**src/rtl/head_pkg.sv**
```systemverilog
// Shared definitions for the row-op head sequencer: opcodes, FPU op codes,
// instruction field extraction and FSM state codes.
package head_pkg;

   localparam logic [3:0] OP_HALT = 4'd0;
   localparam logic [3:0] OP_ADD  = 4'd1;
   localparam logic [3:0] OP_MUL  = 4'd2;
   localparam logic [3:0] OP_SUB  = 4'd3;
   localparam logic [3:0] OP_COPY = 4'd4;

   localparam logic [1:0] FPU_ADD = 2'd0;
   localparam logic [1:0] FPU_MUL = 2'd1;
   localparam logic [1:0] FPU_SUB = 2'd2;

   typedef logic [3:0] state_t;

   localparam state_t S_IDLE   = 4'd0;
   localparam state_t S_FETCH  = 4'd1;
   localparam state_t S_DECODE = 4'd2;
   localparam state_t S_RD_A   = 4'd3;
   localparam state_t S_RD_B   = 4'd4;
   localparam state_t S_CAPA   = 4'd5;
   localparam state_t S_ISSUE  = 4'd6;
   localparam state_t S_WAIT   = 4'd7;
   localparam state_t S_WB     = 4'd8;
   localparam state_t S_DONE   = 4'd9;

   function automatic logic [3:0] instr_op(input logic [15:0] instr);
      return instr[15:12];
   endfunction

   function automatic logic [3:0] instr_dst(input logic [15:0] instr);
      return instr[11:8];
   endfunction

   function automatic logic [3:0] instr_ra(input logic [15:0] instr);
      return instr[7:4];
   endfunction

   function automatic logic [3:0] instr_rb(input logic [15:0] instr);
      return instr[3:0];
   endfunction

   function automatic logic [1:0] fpu_code(input logic [3:0] op);
      case (op)
         OP_MUL:  return FPU_MUL;
         OP_SUB:  return FPU_SUB;
         default: return FPU_ADD;
      endcase
   endfunction

endpackage

```
**src/rtl/head_rowop_seq.sv**
```systemverilog
// Row-wise FP32 instruction sequencer: fetches instructions, streams row elements
// through an external FPU and writes results back to the weight memory.
module head_rowop_seq
   import head_pkg::*;
#(
   parameter int IMEM_AW = 4,
   parameter int ROWS    = 4,
   parameter int COLS    = 4,
   parameter int DATA_W  = 32,
   parameter int WMEM_AW = $clog2(ROWS*COLS)
) (
   input  logic               clk,
   input  logic               rst,
   input  logic               start,
   output logic               busy,
   output logic               done,
   output logic               err,
   output logic [IMEM_AW-1:0] imem_addr,
   input  logic [15:0]        imem_rdata,
   output logic [WMEM_AW-1:0] wmem_addr,
   output logic               wmem_we,
   output logic [DATA_W-1:0]  wmem_wdata,
   input  logic [DATA_W-1:0]  wmem_rdata,
   output logic               fpu_req_valid,
   input  logic               fpu_req_ready,
   output logic [1:0]         fpu_op,
   output logic [DATA_W-1:0]  fpu_a,
   output logic [DATA_W-1:0]  fpu_b,
   input  logic               fpu_rsp_valid,
   input  logic [DATA_W-1:0]  fpu_rsp_data
);

   localparam int COL_W = (COLS > 1) ? $clog2(COLS) : 1;
   localparam logic [IMEM_AW-1:0] PC_LAST  = '1;
   localparam logic [COL_W-1:0]   COL_LAST = COL_W'(COLS - 1);

   state_t              state;
   logic [IMEM_AW-1:0]  pc;
   logic [COL_W-1:0]    col;
   logic [15:0]         instr;
   logic [DATA_W-1:0]   a_q;
   logic [DATA_W-1:0]   b_q;
   logic [DATA_W-1:0]   res_q;
   logic                issue_first;
   logic                err_q;

   logic [3:0]          dec_op;
   logic                dec_bad;

   function automatic logic row_ok(input logic [3:0] row);
      return int'(row) < ROWS;
   endfunction

   function automatic logic [WMEM_AW-1:0] elem_addr(input logic [3:0] row,
                                                    input logic [COL_W-1:0] c);
      return WMEM_AW'(int'(row) * COLS + int'(c));
   endfunction

   // COPY never touches the B row, so an out-of-range B field is harmless there.
   assign dec_op  = instr_op(imem_rdata);
   assign dec_bad = (dec_op > OP_COPY) || !row_ok(instr_dst(imem_rdata)) ||
                    !row_ok(instr_ra(imem_rdata)) ||
                    ((dec_op != OP_COPY) && !row_ok(instr_rb(imem_rdata)));

   always_ff @(posedge clk) begin
      if (rst) begin
         state       <= S_IDLE;
         pc          <= '0;
         col         <= '0;
         instr       <= '0;
         a_q         <= '0;
         b_q         <= '0;
         res_q       <= '0;
         issue_first <= 1'b0;
         err_q       <= 1'b0;
      end else begin
         case (state)
            S_IDLE: begin
               if (start) begin
                  state <= S_FETCH;
                  pc    <= '0;
                  col   <= '0;
                  err_q <= 1'b0;
               end
            end
            S_FETCH: state <= S_DECODE;
            S_DECODE: begin
               instr <= imem_rdata;
               col   <= '0;
               if (dec_op == OP_HALT) begin
                  state <= S_DONE;
               end else if (dec_bad) begin
                  err_q <= 1'b1;
                  state <= S_DONE;
               end else begin
                  state <= S_RD_A;
               end
            end
            S_RD_A: state <= (instr_op(instr) == OP_COPY) ? S_CAPA : S_RD_B;
            S_RD_B: begin
               a_q         <= wmem_rdata;
               issue_first <= 1'b1;
               state       <= S_ISSUE;
            end
            S_CAPA: begin
               res_q <= wmem_rdata;
               state <= S_WB;
            end
            // B arrives on the first ISSUE cycle and is held in b_q for any stall.
            S_ISSUE: begin
               issue_first <= 1'b0;
               if (issue_first) b_q <= wmem_rdata;
               if (fpu_req_ready) state <= S_WAIT;
            end
            S_WAIT: begin
               if (fpu_rsp_valid) begin
                  res_q <= fpu_rsp_data;
                  state <= S_WB;
               end
            end
            S_WB: begin
               if (col != COL_LAST) begin
                  col   <= col + COL_W'(1);
                  state <= S_RD_A;
               end else begin
                  pc    <= pc + IMEM_AW'(1);
                  state <= (pc == PC_LAST) ? S_DONE : S_FETCH;
               end
            end
            S_DONE:  state <= S_IDLE;
            default: state <= S_IDLE;
         endcase
      end
   end

   always_comb begin
      wmem_addr = '0;
      case (state)
         S_RD_A:          wmem_addr = elem_addr(instr_ra(instr), col);
         S_RD_B, S_ISSUE: wmem_addr = elem_addr(instr_rb(instr), col);
         S_WB:            wmem_addr = elem_addr(instr_dst(instr), col);
         default:         wmem_addr = '0;
      endcase
   end

   assign imem_addr     = pc;
   assign wmem_we       = (state == S_WB);
   assign wmem_wdata    = wmem_we ? res_q : '0;
   assign fpu_req_valid = (state == S_ISSUE);
   assign fpu_op        = fpu_code(instr_op(instr));
   assign fpu_a         = a_q;
   assign fpu_b         = issue_first ? wmem_rdata : b_q;
   assign busy          = (state != S_IDLE) && (state != S_DONE);
   assign done          = (state == S_DONE);
   assign err           = err_q;

endmodule

```
**config.mk**
```make
export PLATFORM = sky130hd
export DESIGN_NAME = head_rowop_seq
export DESIGN_NICKNAME = d
export VERILOG_FILES = /design/src/rtl/head_pkg.sv /design/src/rtl/head_rowop_seq.sv
export SDC_FILE = /design/constraint.sdc
export NUM_CORES = 1
export LEC_CHECK = 0
export ABC_AREA = 1
export BUFFER_PORTS_ARGS = -buffer_cell sky130_fd_sc_hd__buf_4
export CORE_MARGIN = 1.5
export CORE_UTILIZATION = 30
export DETAILED_ROUTE_END_ITERATION = 12
export PLACE_DENSITY = 0.65
export SLEW_MARGIN = 20
export SYNTH_ARGS = -nofsm -noshare
export SYNTH_HDL_FRONTEND = slang
export SYNTH_SLANG_ARGS = --single-unit
```
**constraint.sdc**
```tcl
create_clock -name clk -period 1.6 [get_ports clk]
set_clock_uncertainty 0.05 [all_clocks]
set_input_delay 0 -clock clk [delete_from_list [all_inputs] [get_ports clk]]
set_output_delay 0 -clock clk [all_outputs]
set_load 0.01 [all_outputs]
```
==> results.md, run 1 <==
| Item | Reported | Unit |
| --- | --- | --- |
| Clock insertion delay at the later pin of the skew report | 400 | ps |
| Unrepaired setup endpoints after global routing | true | - |
| Layout filler cell count | 1707 | - |
| Relative slew margins | 76.2 | % |
| Fraction of synthesized cell area taken by the top area cell type | 44.6 | % |
| Largest net degree at the start of global routing | 71 | - |
| Count of vias placed by the detailed router | 5908 | - |
| Number of nets in the finished design | 1143 | - |
| Vias in the first global route | 5506 | - |
| Setup Crit Path Kind | flop to output pin | - |
| Die Wd | 136 | um |
| Area grow syn2layout | 63.7 | % |
| Start point of the worst min-delay path | imem_rdata[10] | - |
| GRT Residual Overflow | 0 | - |
| Startpoint of the worst register-to-register path | state[2] | - |
| I/O pin total | 196 | - |
| Share of the core filled with cells in the final layout | 50.2 | % |
| Proportion of synthesized chip area in sequential cells | 44.6 | % |
| Leakage | 3.66 | nW |
| Ordered list of cells on the worst path | nor2_4 > nand3_4 > buf_12 > nor2_1 > buf_4 | - |
| Result of the run | finished clean | - |
| Floorplan die area | 0.0185 | mm^2 |
| Reg2Reg Setup Slack | 10 | ps |
| Cells after Synth | 779 | - |
| Final setup viols | 0 | - |
| Global-route wire length before repair | 27400 | um |
| Fmax | 626 | MHz |
| CTS buffer count | 17 | - |
| Worst R2R End | res_q[3] | - |
| Post-layout instance area | 0.00868 | mm^2 |
| Arrival time at the worst endpoint | 1550 | ps |
| Critical path launch point type | flop | - |
| Starting Density | 30.6 | % |
| Count of antenna-violating nets left after detailed routing | 0 | - |
| Register clock-pin slew on the reported worst setup and hold paths | 50 | ps |
| Worst min-delay path category | primary input to flop | - |
| Cell area after technology mapping | 0.00530 | mm^2 |
| Clock tree root buffer cell | sky130_fd_sc_hd__clkbuf_16 | - |
| Biggest area consumer among synthesized cells | sky130_fd_sc_hd__dfxtp_1 | - |
| Final routed wirelength across all metal layers | 17900 | um |
| Cell class contributing the biggest share of worst-path delay | simple AND/OR/NAND/NOR gates | - |
| Critical path buffer and inverter count | 2 | - |
| Number of cells traversed by the worst register-to-register path | 8 | - |
| Number of cell rows | 48 | - |
| Final critical-path required period | 1600 | ps |
| TritonCTS clock tree | done | - |
| Detailed Routing Iterations Pass 1 | 4 | - |
| Cell count of the worst hold path | 7 | - |
| # clock sinks | 118 | - |
| Final Hold Vio Count | 0 | - |
| Average detailed-routed wire length per instance | 13.9 | um |
| Number of distinct library cells after synthesis | 28 | - |
| Die outline height | 136 | um |
| Crit. End Element | output pin | - |
| Synthesized net count | 866 | - |
| Area of the placeable core | 0.0173 | mm^2 |
| Critical path peak fanout | 32 | - |
| Endpoint required time on the critical path | 1550 | ps |
| Fraction of final layout cells with drive strength greater than 1 | 27.2 | % |
| Total number of yosys warnings | 0 | - |
| Clock buffer depth | 2 | - |
| Number of buffers added on ports | 195 | - |
| Worst hold endpoint | err | - |
| Tightest Pin Transition | 353 | ps |
| Initial antenna violation count | 1 | - |
| Global-route total usage across every layer | 18.8 | % |
| Dpl hpwl | 11700 | um |
| Critical-path top delay cell | sky130_fd_sc_hd__dfxtp_4 | - |
| Tcrit/Tclk final | 99.8 | % |
| Area after detailed placement | 0.00710 | mm^2 |
| Power Density | 849 | mW/mm^2 |
| Number of H-tree levels | 4 | - |
| Main area contributors after synthesis | sky130_fd_sc_hd__dfxtp_1 (45%), sky130_fd_sc_hd__o21ai_0 (12%), sky130_fd_sc_hd__nand2_1 (10%) | - |
| Stage delay of the slowest cell on the critical path | 380 | ps |
| DRC viols | 0 | - |
| Iter 0 DRT Violations | 313 | - |
| VDD IR max | 0.000701 | V |
| Number of storage elements in the synthesis netlist | 118 | - |
| Number of maximum-capacitance constraint violations | 0 | - |
| Average instance area after synthesis | 6.81 | um^2 |
| Vias per cell | 4.57 | - |
| Pins Over Slew Limit | 0 | - |
| Total negative slack for setup checks | 0 | ps |
| Global placement routability congestion | 0.808 | - |
-- worst max-delay path by stage --
stage	start	endpoint	slack (ps)	cells past startpoint
after floorplan	state[1]	b_q[25]	170	8
after global placement	state[1]	instr[0]	100	7
after detailed placement	state[2]	res_q[29]	20	7
after CTS	issue_first	fpu_b[16]	3	4
after global routing	state[2]	res_q[3]	-90	8
final	state[0]	wmem_wdata[12]	3	5
-- cell usage in the layout (no fill, tap or decap), drive strengths merged --
cell           n
nand2        143
inv           92
nand3b         2
ha             2
a31oi         32
clkbuf        23
nor3b          1
buf          223
dfxtp        118
o21ai        142
a21boi         1
nor4           1
clkinv         6
o21a           1
nor3           1
or2            1
and3           1
nand3         11
clkinvlp       2
diode          1
bufinv         1
dlygate4sd3   81
nor2         133
a21oi         49
-- state kept, by name, indices dropped and copies added, names as in the netlist --
register	cells
instr	10
res_q	32
issue_first	1
imem_addr	4
err	1
fpu_a	32
col	2
b_q	32
state	4
-- cells in the mapped netlist --
master,number
sky130_fd_sc_hd__nand2_1,142
sky130_fd_sc_hd__nor2_1,127
sky130_fd_sc_hd__o21ai_0,126
sky130_fd_sc_hd__dfxtp_1,118
sky130_fd_sc_hd__inv_1,88
sky130_fd_sc_hd__a21oi_1,48
sky130_fd_sc_hd__a31oi_1,32
sky130_fd_sc_hd__clkbuf_1,23
sky130_fd_sc_hd__buf_2,20
sky130_fd_sc_hd__o21ai_1,16
sky130_fd_sc_hd__nand3_1,10
sky130_fd_sc_hd__nor2_2,5
sky130_fd_sc_hd__buf_4,4
sky130_fd_sc_hd__inv_2,4
sky130_fd_sc_hd__ha_1,2
sky130_fd_sc_hd__nand3b_1,2
sky130_fd_sc_hd__a21boi_0,1
sky130_fd_sc_hd__a21oi_4,1
sky130_fd_sc_hd__and3_1,1
sky130_fd_sc_hd__clkbuf_2,1
sky130_fd_sc_hd__nand2_2,1
sky130_fd_sc_hd__nand3_2,1
sky130_fd_sc_hd__nor2_4,1
sky130_fd_sc_hd__nor3_1,1
sky130_fd_sc_hd__nor3b_1,1
sky130_fd_sc_hd__nor4_1,1
sky130_fd_sc_hd__o21a_1,1
sky130_fd_sc_hd__or2_2,1
-- tightest hold or removal path, stage by stage --
cell and delay, ps:
sky130_fd_sc_hd__buf_4 70, sky130_fd_sc_hd__nor2_1 30, sky130_fd_sc_hd__nand3b_1 100, sky130_fd_sc_hd__nor2_2 50, sky130_fd_sc_hd__nand2_1 50, sky130_fd_sc_hd__a21oi_1 50
sky130_fd_sc_hd__nor2_1 70
-- what timing repair did --
action | in CTS | in global routing
pin swaps | 2 | 4
resized for setup | 18 | 18
gates cloned | 0 | 2
hold buffers | 82 | 0
setup buffers | 2 | 4
endpoints found under the hold margin | 93 | 0
setup endpoints to repair | 41 | 98
-- area by class of cell --
cell class	instances	area (um^2)	area share [%]
inverters	92	350	4.04
flip-flops and latches	118	2380	27.4
clock buffers	21	470	5.42
repair buffers	306	2680	30.8
well taps	225	282	3.24
diodes	1	2.50	0.0288
multi-input cells	521	2440	28.1
clock inverters	9	78.8	0.908
-- through the flow --
stage	worst slack, ps	std cells	power, mW	hold WS (ps)
6_report	3.14	1293	7.37	10.6
5_1_grt	-91.4	1293	7.70	56.2
4_1_cts	2.99	1287	7.46	44.6
3_5_place_dp	20.1	1173	3.70	188
3_3_place_gp	102	1173	3.69	186
2_1_floorplan	169	779	3.37	97.8
-- power by group --
part           total (mW)  switching [mW]  internal [mW]
clock network        3.54            1.31           2.23
logic               0.800           0.368          0.432
registers            3.03          0.0434           2.99
-- per-layer routing --
metal | wire (um) | global-route usage [%]
met5 | 0 | 0
met1 | 8250 | 24.0
met2 | 8630 | 31.7
met3 | 878 | 4.47
met4 | 162 | 5.14
-- cell families after synthesis --
kind of cell | count (synthesis) | share of synthesized area [%]
AO/OA/AOI/OAI | 225 | 22.3
flip-flops | 118 | 44.6
AND/OR/NAND/NOR | 294 | 22.0
adder cells (fa/ha/maj) | 2 | 0.472
buffers and inverters | 140 | 10.7
No activity file was read; power rests on OpenSTA's default activity.
==> run 2: changes to the inputs <==
- CORE_UTILIZATION: 30 -> 49
- PLACE_DENSITY: 0.65 -> 0.79
==> results.md, run 2 (synthesis gave the netlist of run 1 again) <==
| Item | Reported | Unit |
| --- | --- | --- |
| DRC viols | 0 | - |
| Worst min-delay path category | primary input to flop | - |
| Worst hold slack across all endpoints | 236 | ps |
| Reg2Reg Setup Slack | -210 | ps |
| Tcrit/Tclk final | 113 | % |
| Count of placed standard cells in the final layout, fillers left out | 1222 | - |
| Worst R2R End | res_q[13] | - |
| Start point of the worst min-delay path | imem_rdata[4] | - |
| Fmax | 553 | MHz |
| Number of nets in the finished design | 1159 | - |
| I/O pin total | 196 | - |
| Number of buffers added on ports | 195 | - |
| Worst path setup slack after routing | -209 | ps |
| Top library cells by usage in the layout, fill and taps aside | sky130_fd_sc_hd__buf_4 (193), sky130_fd_sc_hd__nand2_1 (138), sky130_fd_sc_hd__o21ai_0 (114) | - |
| Final routed wirelength across all metal layers | 20000 | um |
| Vias per cell | 5.36 | - |
| Average detailed-routed wire length per instance | 16.3 | um |
| Post-layout instance area | 0.00908 | mm^2 |
| Share of the core filled with cells in the final layout | 87.2 | % |
| Die Wd | 107 | um |
| Count of vias placed by the detailed router | 6553 | - |
| Iter 0 DRT Violations | 544 | - |
| Floorplan die area | 0.0115 | mm^2 |
| VDD IR max | 0.000807 | V |
| Die outline height | 107 | um |
| Relative slew margins | 70.3 | % |
| Arrival time at the worst endpoint | 2170 | ps |
| Initial antenna violation count | 1 | - |
| # clock sinks | 118 | - |
| Number of maximum-capacitance constraint violations | 0 | - |
| Clock buffer depth | 2 | - |
| Global-route wire length before repair | 28200 | um |
| Worst hold endpoint | instr[4] | - |
| Result of the run | finished with violations | - |
| Setup Crit Path Kind | flop to flop | - |
| Area grow syn2layout | 71.3 | % |
| Leading cell type in the layout, fill and taps excluded | sky130_fd_sc_hd__buf_4 | - |
| Total placed cells including tap cells | 1086 | - |
| Register clock-pin slew on the reported worst setup and hold paths | 60 | ps |
| Area after detailed placement | 0.00701 | mm^2 |
| Critical path launch point type | flop | - |
| Critical path peak fanout | 8 | - |
| Number of cells traversed by the worst register-to-register path | 9 | - |
| Final Hold Vio Count | 0 | - |
| Layout filler cell count | 562 | - |
| GRT Residual Overflow | 0 | - |
| Global-route total usage across every layer | 31.1 | % |
| Violations in the final reports | negative setup slack | - |
| Dpl hpwl | 11000 | um |
| Count of antenna-violating nets left after detailed routing | 0 | - |
| Leakage | 3.82 | nW |
| CTS buffer count | 17 | - |
| Unrepaired setup endpoints after global routing | true | - |
| Starting Density | 50.9 | % |
| Power Density | 854 | mW/mm^2 |
| Crit. End Element | flop | - |
| Number of H-tree levels | 4 | - |
| TritonCTS clock tree | done | - |
| Cell count of the worst hold path | 4 | - |
| Area of the placeable core | 0.0104 | mm^2 |
| Vias in the first global route | 5818 | - |
| Fraction of final layout cells with drive strength greater than 1 | 30.0 | % |
| Pins Over Slew Limit | 0 | - |
| Number of cell rows | 37 | - |
| Clock tree root buffer cell | sky130_fd_sc_hd__clkbuf_8 | - |
| Largest net degree at the start of global routing | 38 | - |
| Global placement routability congestion | 0.919 | - |
| Final setup viols | 69 | - |
| Final critical-path required period | 1810 | ps |
| Minimum setup slack after placement | 47.6 | ps |
| Endpoint required time on the critical path | 1970 | ps |
| Detailed Routing Iterations Pass 1 | 6 | - |
| Tightest Pin Transition | 445 | ps |
| Startpoint of the worst register-to-register path | state[2] | - |
| Clock insertion delay at the later pin of the skew report | 510 | ps |
## run 2: metal layers
layer	GRT usage [%]	routed length, um
met3	6.87	1580
met5	0	0
met4	12.9	544
met1	38.2	7910
met2	52.6	9930
## run 2: report_power, final
part	switching [mW]	internal [mW]	total (mW)
clock network	1.42	2.43	3.86
registers	0.0430	2.99	3.03
logic	0.405	0.462	0.868
total	1.87	5.88	7.75
## run 2: layout make-up
class / instances / area, um^2 / area share (%)
Tap cell: 136 / 170 / 1.87
Sequential cell: 118 / 2380 / 26.2
Inverter: 92 / 354 / 3.90
Antenna cell: 1 / 2.50 / 0.0276
Multi-Input combinational cell: 521 / 2590 / 28.5
Clock buffer: 19 / 432 / 4.75
Clock inverter: 13 / 174 / 1.92
Timing Repair Buffer: 322 / 2980 / 32.8
## run 2: how the worst max path moves through the flow
stage                     startpoint        endpoint  slack, ps
after floorplan             state[1]         b_q[25]        170
after global placement      state[1]        instr[0]        120
after detailed placement    state[1]        instr[9]         50
after CTS                   state[0]  wmem_wdata[11]       -110
after global routing        state[2]       res_q[13]       -280
final                       state[2]       res_q[13]       -210
## run 2: what timing repair did
action | 4_1_cts | 5_1_grt
buffers inserted | 6 | 7
pin swaps | 5 | 6
endpoints found under the hold margin | 118 | 1
gates resized for setup | 59 | 56
cloned | 2 | 4
setup endpoints to repair | 39 | 96
hold buffers | 82 | 4
## run 2: critical path, stage by stage (launching register included)
cell and delay, ps:
sky130_fd_sc_hd__dfxtp_4 380, sky130_fd_sc_hd__inv_6 50, sky130_fd_sc_hd__nor2_4 130, sky130_fd_sc_hd__buf_4 130
sky130_fd_sc_hd__nand2_1 100, sky130_fd_sc_hd__a21oi_4 280, sky130_fd_sc_hd__buf_6 160, sky130_fd_sc_hd__clkbuf_16 140
sky130_fd_sc_hd__o21ai_1 70, sky130_fd_sc_hd__a31oi_1 220
## run 2: metrics by stage
| step | power (mW) | setup TNS, ps |
|---|---|---|
| 6_report | 7.75 | -5090 |
| 5_1_grt | 7.99 | -9810 |
| 4_1_cts | 7.71 | -2400 |
| 3_5_place_dp | 3.70 | 0 |
| 3_3_place_gp | 3.69 | 0 |
| 2_1_floorplan | 3.37 | 0 |
==> run 3: changes to the inputs <==
- BUFFER_PORTS_ARGS: -buffer_cell sky130_fd_sc_hd__buf_4 -> -buffer_cell sky130_fd_sc_hd__buf_2
- CORE_ASPECT_RATIO: not set -> 1.5
- REMOVE_ABC_BUFFERS: not set -> 1
==> results.md, run 3 (synthesis gave the netlist of run 1 again) <==
| Item | Reported | Unit |
| --- | --- | --- |
| Result of the run | finished with violations | - |
| Violations in the final reports | negative setup slack | - |
| Count of vias placed by the detailed router | 6316 | - |
| Number of buffers added on ports | 195 | - |
| Global-route wire length before repair | 27100 | um |
| Final routed wirelength across all metal layers | 18100 | um |
| Tcrit/Tclk final | 102 | % |
| Most Crowded Layer GR | met2 | - |
| Crit. End Element | output pin | - |
| Number of maximum-capacitance constraint violations | 0 | - |
| Count of antenna-violating nets left after detailed routing | 0 | - |
| Initial antenna violation count | 1 | - |
| Share of the core filled with cells in the final layout | 76.7 | % |
| Global-route total usage across every layer | 30.6 | % |
| Power Density | 950 | mW/mm^2 |
| Global placement routability congestion | 0.878 | - |
| Leading cell type in the layout, fill and taps excluded | sky130_fd_sc_hd__buf_2 | - |
| Worst hold slack across all endpoints | 27.9 | ps |
| Arrival time at the worst endpoint | 1580 | ps |
| Relative slew margins | 69.4 | % |
| Die outline height | 130 | um |
| Endpoint required time on the critical path | 1550 | ps |
| Startpoint of the worst register-to-register path | state[3] | - |
| Iter 0 DRT Violations | 461 | - |
| Reg2Reg Setup Slack | 90 | ps |
| Starting Density | 50.3 | % |
| Fraction of final layout cells with drive strength greater than 1 | 27.2 | % |
| Number of H-tree levels | 4 | - |
| Dpl hpwl | 10500 | um |
| Count of placed standard cells in the final layout, fillers left out | 1213 | - |
| Floorplan die area | 0.0115 | mm^2 |
| VDD IR max | 0.000827 | V |
| Fmax | 613 | MHz |
| Detailed Routing Iterations Pass 1 | 5 | - |
| TritonCTS clock tree | done | - |
| Top library cells by usage in the layout, fill and taps aside | sky130_fd_sc_hd__buf_2 (195), sky130_fd_sc_hd__nand2_1 (139), sky130_fd_sc_hd__o21ai_0 (126) | - |
| Clock insertion delay at the later pin of the skew report | 410 | ps |
| Pins Over Slew Limit | 0 | - |
| CTS buffer count | 17 | - |
| Vias per cell | 5.21 | - |
| DRC viols | 0 | - |
| Total placed cells including tap cells | 1093 | - |
| Leakage | 3.61 | nW |
| Critical path launch point type | flop | - |
| Die Wd | 87.9 | um |
| Global routing met3 resource utilization | 8.35 | % |
| Worst hold endpoint | err | - |
| Met2 track utilization from global routing | 54.1 | % |
| Worst path setup slack after routing | -32.2 | ps |
| Critical path peak fanout | 5 | - |
| Clock tree root buffer cell | sky130_fd_sc_hd__clkbuf_16 | - |
| Worst min-delay path category | primary input to flop | - |
| Area of the placeable core | 0.0105 | mm^2 |
| Clock buffer depth | 2 | - |
| Tightest Pin Transition | 455 | ps |
| Start point of the worst min-delay path | imem_rdata[3] | - |
| Layout filler cell count | 742 | - |
| Final setup viols | 2 | - |
| GR Util met1 | 32.6 | % |
| Minimum setup slack after placement | 100 | ps |
| Final critical-path required period | 1630 | ps |
| Number of cell rows | 46 | - |
| Final Hold Vio Count | 0 | - |
| Area after detailed placement | 0.00650 | mm^2 |
| Vias in the first global route | 5878 | - |
| Average detailed-routed wire length per instance | 14.9 | um |
| GRT Residual Overflow | 0 | - |
| Number of cells traversed by the worst register-to-register path | 6 | - |
| Worst R2R End | res_q[18] | - |
| Cell count of the worst hold path | 7 | - |
| # clock sinks | 118 | - |
| Setup Crit Path Kind | flop to output pin | - |
| I/O pin total | 196 | - |
| Largest net degree at the start of global routing | 66 | - |
| Area grow syn2layout | 52.4 | % |
| Post-layout instance area | 0.00808 | mm^2 |
| Register clock-pin slew on the reported worst setup and hold paths | 50 | ps |
| Number of nets in the finished design | 1142 | - |
| Unrepaired setup endpoints after global routing | true | - |
==> run 3: worst max-delay path: stages, from the launching register on <==
cell,delay (ps)
sky130_fd_sc_hd__dfxtp_2,430
sky130_fd_sc_hd__inv_2,70
sky130_fd_sc_hd__nand2_1,90
sky130_fd_sc_hd__nor2_2,50
sky130_fd_sc_hd__buf_4,130
sky130_fd_sc_hd__buf_4,130
sky130_fd_sc_hd__nand2_1,50
sky130_fd_sc_hd__nand3_1,70
sky130_fd_sc_hd__buf_2,140
==> run 3: how the worst max path moves through the flow <==
stage,from,endpoint,slack (ps)
2_1_floorplan,issue_first,b_q[0],-440
3_3_place_gp,state[1],res_q[20],130
3_5_place_dp,state[1],res_q[17],100
4_1_cts,state[1],wmem_addr[3],-8
5_1_grt,state[3],wmem_addr[3],-80
6_report,state[3],wmem_addr[2],-30
==> run 3: report_power, final <==
group / switching (mW) / internal (mW)
sequential: 0.0411 / 2.99
clock: 1.31 / 2.60
combinational: 0.367 / 0.363
total: 1.72 / 5.95
==> run 3: what timing repair did <==
action | 4_1_cts | 5_1_grt
endpoints found under the hold margin | 95 | 0
buffers inserted | 3 | 2
hold buffers | 82 | 0
endpoints found under the setup margin | 38 | 29
pin swaps | 4 | 2
resized for setup | 17 | 21
gates cloned | 0 | 0
==> run 3: metal layers <==
layer	part of all wire, %	routed length, um
met1	36	6560
met5	0	0
met3	7.0	1270
met2	53	9530
met4	4.2	756
==> run 3: stage by stage <==
step | total power, mW | setup TNS [ps]
after floorplan | 3.35 | -35190
after global placement | 3.60 | 0
after detailed placement | 3.60 | 0
after CTS | 7.65 | -12.7
after global routing | 7.90 | -291
final | 7.67 | -58.2
==> run 3: area by class of cell <==
cell class,count,area [um^2],share of cell area [%]
sequential,118,2370,29.4
multi-input combinational,521,2430,30.1
tap,144,180,2.23
antenna,1,2.50,0.0310
inverter,92,348,4.31
clock buffer,23,488,6.04
clock inverter,9,123,1.52
timing repair buffer,305,2130,26.4
